===== config.mk =====
export PLATFORM = sky130hd
export DESIGN_NAME = mcp23017_target
export DESIGN_NICKNAME = d
export VERILOG_FILES = /design/src/rtl/mcp23017_target.sv
export SDC_FILE = /design/constraint.sdc
export NUM_CORES = 1
export LEC_CHECK = 0
export ABC_AREA = 0
export ABC_CLOCK_PERIOD_IN_PS = 4100
export BUFFER_PORTS_ARGS = -buffer_cell sky130_fd_sc_hd__buf_2
export CAP_MARGIN = 10
export CELL_PAD_IN_SITES_DETAIL_PLACEMENT = 2
export CELL_PAD_IN_SITES_GLOBAL_PLACEMENT = 2
export CORE_MARGIN = 2
export CORE_UTILIZATION = 39
export CTS_CLUSTER_SIZE = 25
export DETAILED_ROUTE_END_ITERATION = 12
export PLACE_DENSITY_LB_ADDON = 0.1
export SYNTH_ARGS = -nofsm -noshare
export SYNTH_HDL_FRONTEND = slang
export SYNTH_SLANG_ARGS = --single-unit

===== constraint.sdc =====
create_clock -name clk_i -period 4.1 [get_ports clk_i]
set_input_delay 0.205 -clock clk_i [delete_from_list [all_inputs] [get_ports clk_i]]
set_output_delay 0.205 -clock clk_i [all_outputs]
set_load 0.05 [all_outputs]

===== src/rtl/mcp23017_target.sv =====
// I2C target emulating the MCP23017 register subset (IODIR, GPPU, GPIO, OLAT for ports A/B).
// The bus lines are synchronised to clk_i, and all protocol actions are keyed off synchronised SCL/SDA edges.
module mcp23017_target #(
   parameter logic [6:0] DEV_ADDR = 7'b010_0000
) (
   input  logic       clk_i,
   input  logic       rst_ni,
   input  logic       srst_i,
   input  logic       scl_i,
   input  logic       sda_i,
   output logic       sda_o,
   output logic       sda_t,
   input  logic [7:0] gpio_a_i,
   input  logic [7:0] gpio_b_i,
   output logic [7:0] iodir_a_o,
   output logic [7:0] iodir_b_o,
   output logic [7:0] gppu_a_o,
   output logic [7:0] gppu_b_o,
   output logic [7:0] olat_a_o,
   output logic [7:0] olat_b_o,
   output logic       wr_stb_o,
   output logic [7:0] wr_addr_o,
   output logic [7:0] wr_data_o,
   output logic       busy_o
);

   localparam int unsigned DW = 8;
   localparam int unsigned CW = 3;

   localparam logic [3:0] S_IDLE      = 4'd0;
   localparam logic [3:0] S_DADDR     = 4'd1;
   localparam logic [3:0] S_DADDR_ACK = 4'd2;
   localparam logic [3:0] S_PTR       = 4'd3;
   localparam logic [3:0] S_PTR_ACK   = 4'd4;
   localparam logic [3:0] S_WDATA     = 4'd5;
   localparam logic [3:0] S_WDATA_ACK = 4'd6;
   localparam logic [3:0] S_RDATA     = 4'd7;
   localparam logic [3:0] S_RDATA_ACK = 4'd8;
   localparam logic [3:0] S_WAIT      = 4'd9;

   localparam logic [DW-1:0] A_IODIRA = 8'h00;
   localparam logic [DW-1:0] A_IODIRB = 8'h01;
   localparam logic [DW-1:0] A_GPPUA  = 8'h0C;
   localparam logic [DW-1:0] A_GPPUB  = 8'h0D;
   localparam logic [DW-1:0] A_GPIOA  = 8'h12;
   localparam logic [DW-1:0] A_GPIOB  = 8'h13;
   localparam logic [DW-1:0] A_OLATA  = 8'h14;
   localparam logic [DW-1:0] A_OLATB  = 8'h15;

   // Two-flop synchronisers plus one delayed copy for edge detection
   logic [1:0] scl_sync, sda_sync;
   logic       scl_d, sda_d;
   logic       scl_s, sda_s;
   logic       scl_rise, scl_fall, start_det, stop_det;

   always_ff @(posedge clk_i or negedge rst_ni) begin
      if (!rst_ni) begin
         scl_sync <= 2'b11;
         sda_sync <= 2'b11;
         scl_d    <= 1'b1;
         sda_d    <= 1'b1;
      end else begin
         scl_sync <= {scl_sync[0], scl_i};
         sda_sync <= {sda_sync[0], sda_i};
         scl_d    <= scl_sync[1];
         sda_d    <= sda_sync[1];
      end
   end

   assign scl_s     = scl_sync[1];
   assign sda_s     = sda_sync[1];
   assign scl_rise  = scl_s & ~scl_d;
   assign scl_fall  = ~scl_s & scl_d;
   assign start_det = scl_s & scl_d & sda_d & ~sda_s;
   assign stop_det  = scl_s & scl_d & ~sda_d & sda_s;
   assign sda_o     = 1'b0;

   logic [3:0]    state_q, state_d;
   logic [CW-1:0] bit_cnt_q, bit_cnt_d;
   logic [DW-1:0] shift_q, shift_d;
   logic [DW-1:0] ptr_q, ptr_d;
   logic          ack_ph_q, ack_ph_d;
   logic          rw_q, rw_d;
   logic          sda_t_q, sda_t_d;
   logic          busy_q, busy_d;
   logic          wr_stb_q, wr_stb_d;
   logic [DW-1:0] wr_addr_q, wr_addr_d, wr_data_q, wr_data_d;
   logic [DW-1:0] iodir_a_q, iodir_a_d, iodir_b_q, iodir_b_d;
   logic [DW-1:0] gppu_a_q, gppu_a_d, gppu_b_q, gppu_b_d;
   logic [DW-1:0] olat_a_q, olat_a_d, olat_b_q, olat_b_d;
   logic [DW-1:0] rx_byte, ptr_inc, rd_data;

   assign rx_byte = {shift_q[6:0], sda_s};
   assign ptr_inc = (ptr_q == A_OLATB) ? 8'h00 : ptr_q + 8'h01;

   // Read mux; GPIO pins are sampled when the byte is loaded into the shifter
   always_comb begin
      rd_data = 8'h00;
      case (ptr_q)
         A_IODIRA: rd_data = iodir_a_q;
         A_IODIRB: rd_data = iodir_b_q;
         A_GPPUA:  rd_data = gppu_a_q;
         A_GPPUB:  rd_data = gppu_b_q;
         A_GPIOA:  rd_data = gpio_a_i;
         A_GPIOB:  rd_data = gpio_b_i;
         A_OLATA:  rd_data = olat_a_q;
         A_OLATB:  rd_data = olat_b_q;
         default:  rd_data = 8'h00;
      endcase
   end

   always_ff @(posedge clk_i or negedge rst_ni) begin
      if (!rst_ni) begin
         state_q   <= S_IDLE;
         bit_cnt_q <= '0;
         shift_q   <= '0;
         ptr_q     <= '0;
         ack_ph_q  <= 1'b0;
         rw_q      <= 1'b0;
         sda_t_q   <= 1'b1;
         busy_q    <= 1'b0;
         wr_stb_q  <= 1'b0;
         wr_addr_q <= '0;
         wr_data_q <= '0;
         iodir_a_q <= 8'hFF;
         iodir_b_q <= 8'hFF;
         gppu_a_q  <= 8'h00;
         gppu_b_q  <= 8'h00;
         olat_a_q  <= 8'h00;
         olat_b_q  <= 8'h00;
      end else begin
         state_q   <= state_d;
         bit_cnt_q <= bit_cnt_d;
         shift_q   <= shift_d;
         ptr_q     <= ptr_d;
         ack_ph_q  <= ack_ph_d;
         rw_q      <= rw_d;
         sda_t_q   <= sda_t_d;
         busy_q    <= busy_d;
         wr_stb_q  <= wr_stb_d;
         wr_addr_q <= wr_addr_d;
         wr_data_q <= wr_data_d;
         iodir_a_q <= iodir_a_d;
         iodir_b_q <= iodir_b_d;
         gppu_a_q  <= gppu_a_d;
         gppu_b_q  <= gppu_b_d;
         olat_a_q  <= olat_a_d;
         olat_b_q  <= olat_b_d;
      end
   end

   // Protocol FSM; ack_ph marks the second half of a 9th-clock phase
   always_comb begin
      state_d   = state_q;
      bit_cnt_d = bit_cnt_q;
      shift_d   = shift_q;
      ptr_d     = ptr_q;
      ack_ph_d  = ack_ph_q;
      rw_d      = rw_q;
      sda_t_d   = sda_t_q;
      busy_d    = busy_q;
      wr_stb_d  = 1'b0;
      wr_addr_d = wr_addr_q;
      wr_data_d = wr_data_q;
      iodir_a_d = iodir_a_q;
      iodir_b_d = iodir_b_q;
      gppu_a_d  = gppu_a_q;
      gppu_b_d  = gppu_b_q;
      olat_a_d  = olat_a_q;
      olat_b_d  = olat_b_q;

      if (start_det) begin
         state_d   = S_DADDR;
         bit_cnt_d = '0;
         ack_ph_d  = 1'b0;
         sda_t_d   = 1'b1;
      end else if (stop_det) begin
         state_d  = S_IDLE;
         ack_ph_d = 1'b0;
         sda_t_d  = 1'b1;
         busy_d   = 1'b0;
      end else begin
         case (state_q)
            S_DADDR: if (scl_rise) begin
               shift_d   = rx_byte;
               bit_cnt_d = bit_cnt_q + 3'd1;
               if (bit_cnt_q == 3'd7) begin
                  if (rx_byte[7:1] == DEV_ADDR) begin
                     state_d  = S_DADDR_ACK;
                     rw_d     = rx_byte[0];
                     busy_d   = 1'b1;
                     ack_ph_d = 1'b0;
                  end else begin
                     state_d = S_WAIT;
                  end
               end
            end
            S_PTR: if (scl_rise) begin
               shift_d   = rx_byte;
               bit_cnt_d = bit_cnt_q + 3'd1;
               if (bit_cnt_q == 3'd7) begin
                  ptr_d    = rx_byte;
                  state_d  = S_PTR_ACK;
                  ack_ph_d = 1'b0;
               end
            end
            S_WDATA: if (scl_rise) begin
               shift_d   = rx_byte;
               bit_cnt_d = bit_cnt_q + 3'd1;
               if (bit_cnt_q == 3'd7) begin
                  wr_stb_d  = 1'b1;
                  wr_addr_d = ptr_q;
                  wr_data_d = rx_byte;
                  case (ptr_q)
                     A_IODIRA:         iodir_a_d = rx_byte;
                     A_IODIRB:         iodir_b_d = rx_byte;
                     A_GPPUA:          gppu_a_d  = rx_byte;
                     A_GPPUB:          gppu_b_d  = rx_byte;
                     A_GPIOA, A_OLATA: olat_a_d  = rx_byte;
                     A_GPIOB, A_OLATB: olat_b_d  = rx_byte;
                     default: begin
                        wr_stb_d  = 1'b0;
                        wr_addr_d = wr_addr_q;
                        wr_data_d = wr_data_q;
                     end
                  endcase
                  ptr_d    = ptr_inc;
                  state_d  = S_WDATA_ACK;
                  ack_ph_d = 1'b0;
               end
            end
            S_DADDR_ACK, S_PTR_ACK, S_WDATA_ACK: if (scl_fall) begin
               if (!ack_ph_q) begin
                  sda_t_d  = 1'b0;
                  ack_ph_d = 1'b1;
               end else begin
                  ack_ph_d  = 1'b0;
                  bit_cnt_d = '0;
                  sda_t_d   = 1'b1;
                  if (state_q == S_DADDR_ACK && rw_q) begin
                     shift_d = rd_data;
                     sda_t_d = rd_data[7];
                     state_d = S_RDATA;
                  end else if (state_q == S_DADDR_ACK) begin
                     state_d = S_PTR;
                  end else begin
                     state_d = S_WDATA;
                  end
               end
            end
            S_RDATA: if (scl_fall) begin
               if (bit_cnt_q == 3'd7) begin
                  sda_t_d  = 1'b1;
                  state_d  = S_RDATA_ACK;
                  ack_ph_d = 1'b0;
               end else begin
                  shift_d   = {shift_q[6:0], shift_q[7]};
                  sda_t_d   = shift_q[6];
                  bit_cnt_d = bit_cnt_q + 3'd1;
               end
            end
            S_RDATA_ACK: begin
               if (scl_rise && !ack_ph_q) begin
                  if (!sda_s) begin
                     ptr_d    = ptr_inc;
                     ack_ph_d = 1'b1;
                  end else begin
                     state_d = S_WAIT;
                     busy_d  = 1'b0;
                     sda_t_d = 1'b1;
                  end
               end else if (scl_fall && ack_ph_q) begin
                  shift_d   = rd_data;
                  sda_t_d   = rd_data[7];
                  bit_cnt_d = '0;
                  ack_ph_d  = 1'b0;
                  state_d   = S_RDATA;
               end
            end
            default: ;
         endcase
      end

      if (srst_i) begin
         state_d   = S_IDLE;
         bit_cnt_d = '0;
         shift_d   = '0;
         ptr_d     = '0;
         ack_ph_d  = 1'b0;
         rw_d      = 1'b0;
         sda_t_d   = 1'b1;
         busy_d    = 1'b0;
         wr_stb_d  = 1'b0;
         wr_addr_d = '0;
         wr_data_d = '0;
         iodir_a_d = 8'hFF;
         iodir_b_d = 8'hFF;
         gppu_a_d  = 8'h00;
         gppu_b_d  = 8'h00;
         olat_a_d  = 8'h00;
         olat_b_d  = 8'h00;
      end
   end

   assign sda_t     = sda_t_q;
   assign busy_o    = busy_q;
   assign wr_stb_o  = wr_stb_q;
   assign wr_addr_o = wr_addr_q;
   assign wr_data_o = wr_data_q;
   assign iodir_a_o = iodir_a_q;
   assign iodir_b_o = iodir_b_q;
   assign gppu_a_o  = gppu_a_q;
   assign gppu_b_o  = gppu_b_q;
   assign olat_a_o  = olat_a_q;
   assign olat_b_o  = olat_b_q;

endmodule

==> qor.csv <==
metric,value,unit
status,"complete, no violations",
cts-resized-gates,0,
leakagePower,3.03,nW
cp-start-kind,flip-flop,
totalWireLength,22.3,mm
drt-initial-drc-count,432,
avgRoutedWirePerCell,25.4,um
synth_edf_count,0,
multiInputGateArea,3180,um^2
irDropWorstVdd,0.205,mV
crit_required,4.32,ns
final_core_util,44.9,%
syn_inst,637,
grt_util_all_layers,27.8,%
finalHoldViolCount,0,
busiest_layer,met2,
final.min_clock_period,3.05,ns
slew_violations,0,
crit_end,olat_b_o[4]$_DFFE_PN0P_,
grt_overflow,0,
power_density,489,nW/um^2
finalSetupViolCount,0,
port_buffers,87,
hpwl,15.3,mm
fillCellCount,1646,
antenna_found_initial,0,
cts_root_buffer,clkbuf_16,
final-seq-area,2480,um^2
diodes,0,
vias,5485,
fp.dieH,128,um
ant_nets,0,
synth_ff_type,dfrtp_1,
ios,89,
rr_worst_depth,5,
grtUsageMet3,3.17,%
grt_max_degree,58,
gp_congestion,0.912,
grt_pass1_wl,34.8,mm
start_util,39.7,%
post_cts_buffers,0,
dieArea,16400,um^2
fin_setup_tns,0,ns
clock_latency,0.36,ns
grt_use_met1,38.5,%
cts_sinks,98,
path_max_fanout,17,
yosys_warnings,0,
max_freq,328,MHz
timing.final.crit_share,74.4,%
firstDrtPassIters,4,
drc,0,
synth.avg_cell_area,9.43,um^2
die_x,128,um
gr-usage-met2,45.5,%
cts_buffers,9,
crit_start,ptr_q[4]$_DFFE_PN0P_,
synthesis.area,6010,um^2
ys_types,83,
core.rowCount,45,
skew,0.00765,ns
holdPathStages,0,
rsz0062_at_grt,no,
via_per_inst,6.25,
hold_class,reg2reg,
worstMarginPinSlew,0.914,ns
cts_max_level,3,
areaGrowthSynthToFinish,13.1,%
cts_tree,done,
drive_above_1_share,22.2,%
drv_cap,0,
r2r-end,olat_b_o[4]$_DFFE_PN0P_,
holdCritStartpoint,scl_sync[0]$_DFF_PN1_,
ys_ff_latch,98,
async_flop_share,100,%
grt_pass1_vias,5831,
cts.clk_slew.worst_paths,0.08,ns
coreArea,15100,um^2
slew_headroom,39.1,%
cp-end-kind,flip-flop,
worstPathArrival,3.27,ns
r2r_start,ptr_q[4]$_DFFE_PN0P_,
syn-num-nets,664,
critical_path_class,reg2reg,
rrSetupSlack,1.05,ns
nets,712,
cts_buffer_depth,2,
synth-seq-area-share,41.3,%
## cells in the mapped netlist, types with 13 or more instances
library cell,number,area [um^2]
dfrtp_1,75,1880
nor2_1,66,248
mux2i_1,56,561
nand2_1,39,146
nand3_1,33,165
clkbuf_1,32,120
o21ai_0,25,125
dfstp_2,23,604
buf_2,20,100
a21oi_1,15,75.1
nor3b_1,15,113
a22oi_1,14,105
and3_1,14,87.6
inv_1,13,48.8
## stage by stage
stage / hold WS [ns] / worst slack (ns) / instances / area, um^2 / total power [mW]
after floorplan: -0.0906 / 2.00 / 637 / 6010 / 2.03
after global placement: 0.311 / 1.20 / 859 / 6440 / 2.32
final: 0.357 / 1.05 / 878 / 6790 / 3.32
after CTS: 0.359 / 1.03 / 878 / 6790 / 3.33
after detailed placement: 0.311 / 1.06 / 859 / 6440 / 2.37
after global routing: 0.367 / 0.852 / 878 / 6790 / 3.50
## per-layer routing
layer | part of all wire, % | up-vias
met5 | 0 | -
met4 | 2.3 | 0
met3 | 2.9 | 36
met2 | 49 | 140
met1 | 46 | 2873
li1 | - | 2436
## critical path: stages (launching register included)
cell,delay [ns]
dfrtp_1,0.55
nor4b_4,0.78
and3_1,0.67
o21a_1,0.54
mux2i_1,0.28
nor2_1,0.07
## sequential cells by signal, indices dropped and copies added, names as in the netlist, 2 cells and up
register / count
wr_data_o: 8
bit_cnt_q: 3
wr_addr_o: 8
olat_b_o: 8
olat_a_o: 8
shift_q: 8
sda_sync: 2
scl_sync: 2
gppu_b_o: 8
state_q: 4
gppu_a_o: 8
iodir_b_o: 8
ptr_q: 8
iodir_a_o: 8
## repair_timing
item,CTS,global route
hold buffers,3,0
hold endpoints to repair,46,0
setup endpoints to repair,0,0
## area by class of cell
type                            instances  area share (%)
Tap cell                              188            3.46
Clock inverter                          6            1.23
Multi-Input combinational cell        465            46.8
Clock buffer                           10            3.52
Timing Repair Buffer                   98            7.77
Sequential cell                        98            36.5
Inverter                               13           0.718
## worst min-delay path by stage
stage,end,slack (ns)
4_1_cts,scl_sync[1]$_DFF_PN1_,0.36
3_5_place_dp,sda_sync[0]$_DFF_PN1_,0.31
6_report,scl_sync[1]$_DFF_PN1_,0.36
2_1_floorplan,ack_ph_q$_DFFE_PN0P_,-0.09
3_3_place_gp,scl_sync[0]$_DFF_PN1_,0.31
5_1_grt,scl_sync[1]$_DFF_PN1_,0.37
## cells by family after synthesis
family	count (synthesis)	synth area share, %
buffers and inverters	74	5.79
and+or+nand+nor	231	21.0
AOI/OAI and AO/OA	162	19.7
DFF	98	41.3
other	1	0.0624
muxes	61	10.3
xor gates and xnor gates	4	0.583
adders and majority gates	6	1.25
## where the power goes
part | internal (mW) | switching, mW | total [mW]
Clock | 0.505 | 0.434 | 0.938
Combinational | 0.411 | 0.667 | 1.08
Sequential | 1.04 | 0.266 | 1.30
## layout by cell type (no fill, tap or decap), types with 8 or more instances in the layout
| cell | count |
|---|---|
| a21oi_1 | 15 |
| a22o_1 | 11 |
| a22oi_1 | 14 |
| and2_1 | 8 |
| and3_1 | 14 |
| buf_2 | 86 |
| buf_4 | 9 |
| clkbuf_16 | 9 |
| dfrtp_1 | 75 |
| dfstp_2 | 23 |
| inv_1 | 13 |
| mux2i_1 | 56 |
| nand2_1 | 39 |
| nand3_1 | 33 |
| nor2_1 | 66 |
| nor3_1 | 10 |
| nor3b_1 | 15 |
| o211ai_1 | 10 |
| o21ai_0 | 25 |
| o21ai_1 | 9 |
Note: power is estimated with default switching activity, not from simulation.
